`config.mk`:
```
export PLATFORM = sky130hd
export DESIGN_NAME = keypad_entry
export DESIGN_NICKNAME = d
export VERILOG_FILES = /design/src/rtl/atm_input_pkg.sv /design/src/rtl/button_debounce.sv /design/src/rtl/keypad_entry.sv
export SDC_FILE = /design/constraint.sdc
export NUM_CORES = 1
export LEC_CHECK = 0
export BUFFER_PORTS_ARGS = -buffer_cell sky130_fd_sc_hd__buf_2
export CAP_MARGIN = 20
export CORE_ASPECT_RATIO = 0.5
export CORE_MARGIN = 2
export CORE_UTILIZATION = 41
export DETAILED_ROUTE_END_ITERATION = 10
export PLACE_DENSITY = 0.56
export SLEW_MARGIN = 10
export SYNTH_ARGS = -nofsm -noshare
export SYNTH_HDL_FRONTEND = slang
export SYNTH_SLANG_ARGS = --single-unit
```
`constraint.sdc`:
```
create_clock -name clk -period 2.1 [get_ports clk]
set_input_delay 0.42 -clock clk [delete_from_list [all_inputs] [get_ports clk]]
set_output_delay 0.42 -clock clk [all_outputs]
set_load 0.01 [all_outputs]
```
`src/rtl/atm_input_pkg.sv`:
```
`default_nettype none
// +--------------------------------------------------------------------------+
// | Module   : atm_input_pkg                                                 |
// | Brief    : Shared types and constants for the ATM operator-input path.   |
// | Revision : 1.0                                                           |
// +--------------------------------------------------------------------------+
package atm_input_pkg;

    typedef enum logic [1:0] {
        IDLE = 2'd0,
        EDIT = 2'd1,
        DONE = 2'd2
    } entry_state_t;

    localparam int BTN_U    = 0;
    localparam int BTN_D    = 1;
    localparam int BTN_L    = 2;
    localparam int BTN_R    = 3;
    localparam int BTN_C    = 4;
    localparam int NUM_BTNS = 5;

    localparam logic [3:0] BCD_MAX = 4'd9;

    localparam int DEFAULT_DEBOUNCE_CYCLES = 1_000_000;

    function automatic logic [3:0] bcd_inc(input logic [3:0] d);
        return (d >= BCD_MAX) ? 4'd0 : d + 4'd1;
    endfunction

    function automatic logic [3:0] bcd_dec(input logic [3:0] d);
        return (d == 4'd0) ? BCD_MAX : d - 4'd1;
    endfunction

endpackage
`default_nettype wire

```
`src/rtl/button_debounce.sv`:
```
`default_nettype none
// +--------------------------------------------------------------------------+
// | Module   : button_debounce                                               |
// | Brief    : 2-flop synchronizer, stability counter and rising-edge pulse. |
// | Revision : 1.0                                                           |
// +--------------------------------------------------------------------------+
module button_debounce #(
    parameter int DEBOUNCE_CYCLES = 1_000_000
) (
    input  logic clk,
    input  logic rst,
    input  logic raw,
    output logic level,
    output logic press
);

    localparam int c_COUNT_WIDTH = (DEBOUNCE_CYCLES > 1) ? $clog2(DEBOUNCE_CYCLES) : 1;
    localparam logic [c_COUNT_WIDTH-1:0] c_COUNT_LAST = c_COUNT_WIDTH'(DEBOUNCE_CYCLES - 1);

    logic                     r_sync0;
    logic                     r_sync1;
    logic                     r_level;
    logic                     r_level_d;
    logic                     r_press;
    logic [c_COUNT_WIDTH-1:0] r_count;

    always_ff @(posedge clk) begin
        if (rst) begin
            r_sync0   <= 1'b0;
            r_sync1   <= 1'b0;
            r_level   <= 1'b0;
            r_level_d <= 1'b0;
            r_press   <= 1'b0;
            r_count   <= '0;
        end else begin
            r_sync0 <= raw;
            r_sync1 <= r_sync0;
            // Any sample agreeing with the current level restarts the count.
            if (r_sync1 != r_level) begin
                if (r_count == c_COUNT_LAST) begin
                    r_level <= r_sync1;
                    r_count <= '0;
                end else begin
                    r_count <= r_count + 1'b1;
                end
            end else begin
                r_count <= '0;
            end
            r_level_d <= r_level;
            r_press   <= r_level & ~r_level_d;
        end
    end

    assign level = r_level;
    assign press = r_press;

endmodule
`default_nettype wire

```
`src/rtl/keypad_entry.sv`:
```
`default_nettype none
// +--------------------------------------------------------------------------+
// | Module   : keypad_entry                                                  |
// | Brief    : Debounced 5-button editor producing a committed 4-digit BCD.  |
// | Revision : 1.0                                                           |
// +--------------------------------------------------------------------------+
module keypad_entry
    import atm_input_pkg::*;
#(
    parameter int DEBOUNCE_CYCLES = DEFAULT_DEBOUNCE_CYCLES
) (
    input  logic        clk,
    input  logic        rst,
    input  logic        enable,
    input  logic        BTNU,
    input  logic        BTND,
    input  logic        BTNL,
    input  logic        BTNR,
    input  logic        BTNC,
    output logic [15:0] digits,
    output logic [1:0]  cursor,
    output logic        editing,
    output logic [15:0] code,
    output logic        entry_valid
);

    localparam logic [1:0] c_CURSOR_MSD = 2'd3;
    localparam logic [1:0] c_CURSOR_LSD = 2'd0;

    logic [NUM_BTNS-1:0] w_raw;
    logic [NUM_BTNS-1:0] w_press;
    logic [NUM_BTNS-1:0] w_level_unused;

    assign w_raw[BTN_U] = BTNU;
    assign w_raw[BTN_D] = BTND;
    assign w_raw[BTN_L] = BTNL;
    assign w_raw[BTN_R] = BTNR;
    assign w_raw[BTN_C] = BTNC;

    generate
        for (genvar i = 0; i < NUM_BTNS; i++) begin : g_btn
            button_debounce #(
                .DEBOUNCE_CYCLES(DEBOUNCE_CYCLES)
            ) u_debounce (
                .clk  (clk),
                .rst  (rst),
                .raw  (w_raw[i]),
                .level(w_level_unused[i]),
                .press(w_press[i])
            );
        end
    endgenerate

    entry_state_t r_state;
    entry_state_t w_state_next;
    logic [15:0]  r_digits;
    logic [15:0]  w_digits_next;
    logic [1:0]   r_cursor;
    logic [1:0]   w_cursor_next;
    logic [15:0]  r_code;
    logic [15:0]  w_code_next;
    logic         r_valid;
    logic         w_valid_next;
    logic [3:0]   w_nibble;

    assign w_nibble = r_digits[{r_cursor, 2'b00} +: 4];

    always_comb begin
        w_state_next  = r_state;
        w_digits_next = r_digits;
        w_cursor_next = r_cursor;
        w_code_next   = r_code;
        w_valid_next  = 1'b0;
        case (r_state)
            IDLE: begin
                w_digits_next = '0;
                w_cursor_next = c_CURSOR_MSD;
                if (enable) begin
                    w_state_next = EDIT;
                end
            end
            EDIT: begin
                // Losing enable aborts the session before any press is considered.
                if (!enable) begin
                    w_state_next  = IDLE;
                    w_digits_next = '0;
                    w_cursor_next = c_CURSOR_MSD;
                end else if (w_press[BTN_C]) begin
                    w_code_next  = r_digits;
                    w_valid_next = 1'b1;
                    w_state_next = DONE;
                end else if (w_press[BTN_U]) begin
                    w_digits_next[{r_cursor, 2'b00} +: 4] = bcd_inc(w_nibble);
                end else if (w_press[BTN_D]) begin
                    w_digits_next[{r_cursor, 2'b00} +: 4] = bcd_dec(w_nibble);
                end else if (w_press[BTN_L]) begin
                    if (r_cursor != c_CURSOR_MSD) begin
                        w_cursor_next = r_cursor + 2'd1;
                    end
                end else if (w_press[BTN_R]) begin
                    if (r_cursor != c_CURSOR_LSD) begin
                        w_cursor_next = r_cursor - 2'd1;
                    end
                end
            end
            DONE: begin
                if (!enable) begin
                    w_state_next  = IDLE;
                    w_digits_next = '0;
                    w_cursor_next = c_CURSOR_MSD;
                end
            end
            default: begin
                w_state_next  = IDLE;
                w_digits_next = '0;
                w_cursor_next = c_CURSOR_MSD;
            end
        endcase
    end

    always_ff @(posedge clk) begin
        if (rst) begin
            r_state  <= IDLE;
            r_digits <= '0;
            r_cursor <= c_CURSOR_MSD;
            r_code   <= '0;
            r_valid  <= 1'b0;
        end else begin
            r_state  <= w_state_next;
            r_digits <= w_digits_next;
            r_cursor <= w_cursor_next;
            r_code   <= w_code_next;
            r_valid  <= w_valid_next;
        end
    end

    assign digits      = r_digits;
    assign cursor      = r_cursor;
    assign editing     = (r_state == EDIT);
    assign code        = r_code;
    assign entry_valid = r_valid;

endmodule
`default_nettype wire

```
==> flow_summary.toml <==
[floorplanning]
start_util = 0.418
rows = 33
fp.dieH_um = 95.2
die-area_um2 = 17800
fp.coreArea_um2 = 16300
io_pins = 44
die_x_um = 186

[timing]
clock.fmax_mhz = 497
setup_violations = 0
final_hold_viol_count = 0
min_period_over_period = 0.958
max_slew_margin = 0.647
tightest_slew_ns = 0.525
slew_violations = 0
final.min_clock_period_ns = 2.01
fin_skew_ns = 0.0157

[worst_setup_path]
cp_data_required_time_ns = 2.42
r2r_slack_ns = 0.09
cp_max_fo = 4
rr_endpoint = "digits[5]$_SDFFE_PP0P_"
critical_path.cell_chain = "mux4_2, inv_2, ha_1, inv_1, nor3_2, o31ai_1, a22o_1"
worstSetupEndpointType = "register"
critPathMaxStageDelay_ns = 0.54
slowest_stage = "mux4_2"
cp.arrival_ns = 2.33
r2r_cells = 7
start_kind = "register"
critical_path_buf_inv_count = 2
r2r-start = "cursor[0]$_SDFFE_PP1P_"
critPathKind = "register to register"
cp_top_family = "multiplexers"

[global_routing]
grt_pass1_vias = 4694
grt_remaining_overflow = 0
globalRouteTotalUtil = 0.164
grt_pass1_wl_um = 23400
antenna_found_initial = 0
grt_max_degree = 31

[finish]
drive_above_1_share = 0.158
multi_input_area_um2 = 3450
stdcell_area_um2 = 8170
seq_area_um2 = 3250
nNetsFinal = 857
instances_no_fill = 1075
area_delta_synth_final_pct = 19.7
n_antenna_cell = 0
num-fill-cells = 1570

[power_and_ir_drop]
vdd.ir_drop.worst_mv = 0.544
pwr_density_cell_nw_per_um2 = 772
p_leak_nw = 2.95

[clocking]
clock_path_buffers = 2
hold_buffers = 0
clk_pin_slew_ns = 0.07
clock_tree.root_cell = "clkbuf_16"
cts_tree = "done"
htreeDepth = 4
cts_inserted_buffers = 17
clk_latency_ns = 0.43
postCtsSetupBuffers = 0
cts_sinks = 162

[placed_design]
hpwlAfterDp_um = 9610
gp_congestion = 0.809
dpl_cell_area_um2 = 7530
port_buffers = 43
place_inst = 1043

[yosys]
ys_warn_count = 0
ys_seq_area_frac = 0.475
synth.cells.most_frequent = "dfxtp_1, nor2_1, nand2_1"
avgSynthCellArea_um2 = 8.98
yosys_register_bits = 162
ys_async_sr_fraction = 0
yosys.area.top_type_share = 0.475
synth.area.top_cells = "dfxtp_1, nor2_1, xnor2_1"
synth_area_um2 = 6820
yosysMostFrequentCell = "dfxtp_1"
syn-num-nets = 782
yosysTopAreaCell = "dfxtp_1"
syn_inst = 760
synth_edf_count = 0
synth_ff_type = "dfxtp_1"
ys_types = 42

[detailed_routing]
drt-initial-drc-count = 355
vias_per_cell = 4.90
ant_nets = 0
dr.pass1.iters = 5
remaining_drc_errors = 0
routedWlPerCell_um = 13.0
wl_um = 14000
vias = 5267

[hold_path]
min_to = "g_btn[3].u_debounce.r_sync0$_SDFF_PP0_"
hold_start = "BTNR"
holdPathStages = 2
hold_class = "input pin to register"

[outcome]
status = "complete, no violations"

[run]
drv_cap = 0
==> placed cells by master, fill, tap and decap left out, drive strengths merged, types with 6 or more instances in the layout <==
cell,count
nor4,17
and4,12
xor2,43
mux2i,6
xnor2,52
nor3,20
nor2b,23
nand4,17
o21ai,6
a21oi,25
inv,27
a22o,12
nor2,125
ha,14
clkbuf,19
nand2,71
o31ai,6
buf,79
and3,20
dfxtp,162
nand3,41
==> stage by stage <==
| step | total power, W | worst slack [ns] | setup TNS [ns] | utilization | hold WS [ns] |
|---|---|---|---|---|---|
| 2_1_floorplan | 0.00321 | 0.0294 | 0 | - | 0.367 |
| 3_3_place_gp | 0.00324 | 0.0640 | 0 | 0.462 | 0.376 |
| 3_5_place_dp | 0.00325 | 0.0172 | 0 | 0.462 | 0.375 |
| 4_1_cts | 0.00640 | 0.0255 | 0 | 0.498 | 0.193 |
| 5_1_grt | 0.00653 | -0.000342 | -0.000342 | 0.501 | 0.195 |
| 6_report | 0.00631 | 0.0890 | 0 | 0.501 | 0.210 |
==> how the worst max path moves through the flow <==
| stage | from | end | slack [ns] | depth (start not counted) |
|---|---|---|---|---|
| final | cursor[0]$_SDFFE_PP1P_ | digits[5]$_SDFFE_PP0P_ | 0.09 | 7 |
| after global routing | cursor[1]$_SDFFE_PP1P_ | digits[15]$_SDFFE_PP0P_ | -0.0003 | 5 |
| after CTS | cursor[0]$_SDFFE_PP1P_ | digits[6]$_SDFFE_PP0P_ | 0.03 | 8 |
| after detailed placement | cursor[0]$_SDFFE_PP1P_ | digits[12]$_SDFFE_PP0P_ | 0.02 | 8 |
| after global placement | cursor[0]$_SDFFE_PP1P_ | digits[0]$_SDFFE_PP0P_ | 0.06 | 8 |
| after floorplan | cursor[0]$_SDFFE_PP1P_ | digits[0]$_SDFFE_PP0P_ | 0.03 | 9 |
==> metal layers <==
metal	GRT usage	wire length, um	part of all wire
met5	0	0	0
met4	0.0655	198	0.014
met1	0.228	7250	0.52
met3	0.0342	481	0.034
met2	0.250	6060	0.43
==> flip-flops by register name, summed over array words and instances, names as in the netlist <==
name                        flops
g_btn.u_debounce.r_sync1        5
g_btn.u_debounce.r_count      100
g_btn.u_debounce.press          5
g_btn.u_debounce.r_level_d      5
r_state                         2
g_btn.u_debounce.r_sync0        5
code                           16
cursor                          2
entry_valid                     1
digits                         16
g_btn.u_debounce.level          5
==> logic make-up (layout without fill, tap and decap cells) <==
family / count (synthesis) / in the layout / share of synthesized area
xor gates and xnor gates: 95 / 95 / 0.122
AOI/OAI and AO/OA: 61 / 61 / 0.0601
buffers and inverters: 45 / 133 / 0.0266
DFF: 162 / 162 / 0.475
muxes: 10 / 10 / 0.0220
and+or+nand+nor: 373 / 373 / 0.268
adders and majority gates: 14 / 14 / 0.0257
==> cell type report <==
type                       count  area share
inverter                      22      0.0101
clock buffer                  19      0.0542
sequential                   162       0.398
multi-input combinational    553       0.422
timing repair buffer          79      0.0625
tap                          227      0.0348
clock inverter                13      0.0184
==> what timing repair did <==
item                       CTS  global route
setup endpoints to repair    4            17
gates cloned                 0             0
pin swaps                    0             5
resized for setup            1            12
==> power by group <==
| part | switching (W) | internal (W) | total (W) |
|---|---|---|---|
| logic | 0.0000521 | 0.0000310 | 0.0000831 |
| clock network | 0.00133 | 0.00181 | 0.00313 |
| registers | 0.00000703 | 0.00308 | 0.00309 |
Note: power is estimated with default switching activity, not from simulation.
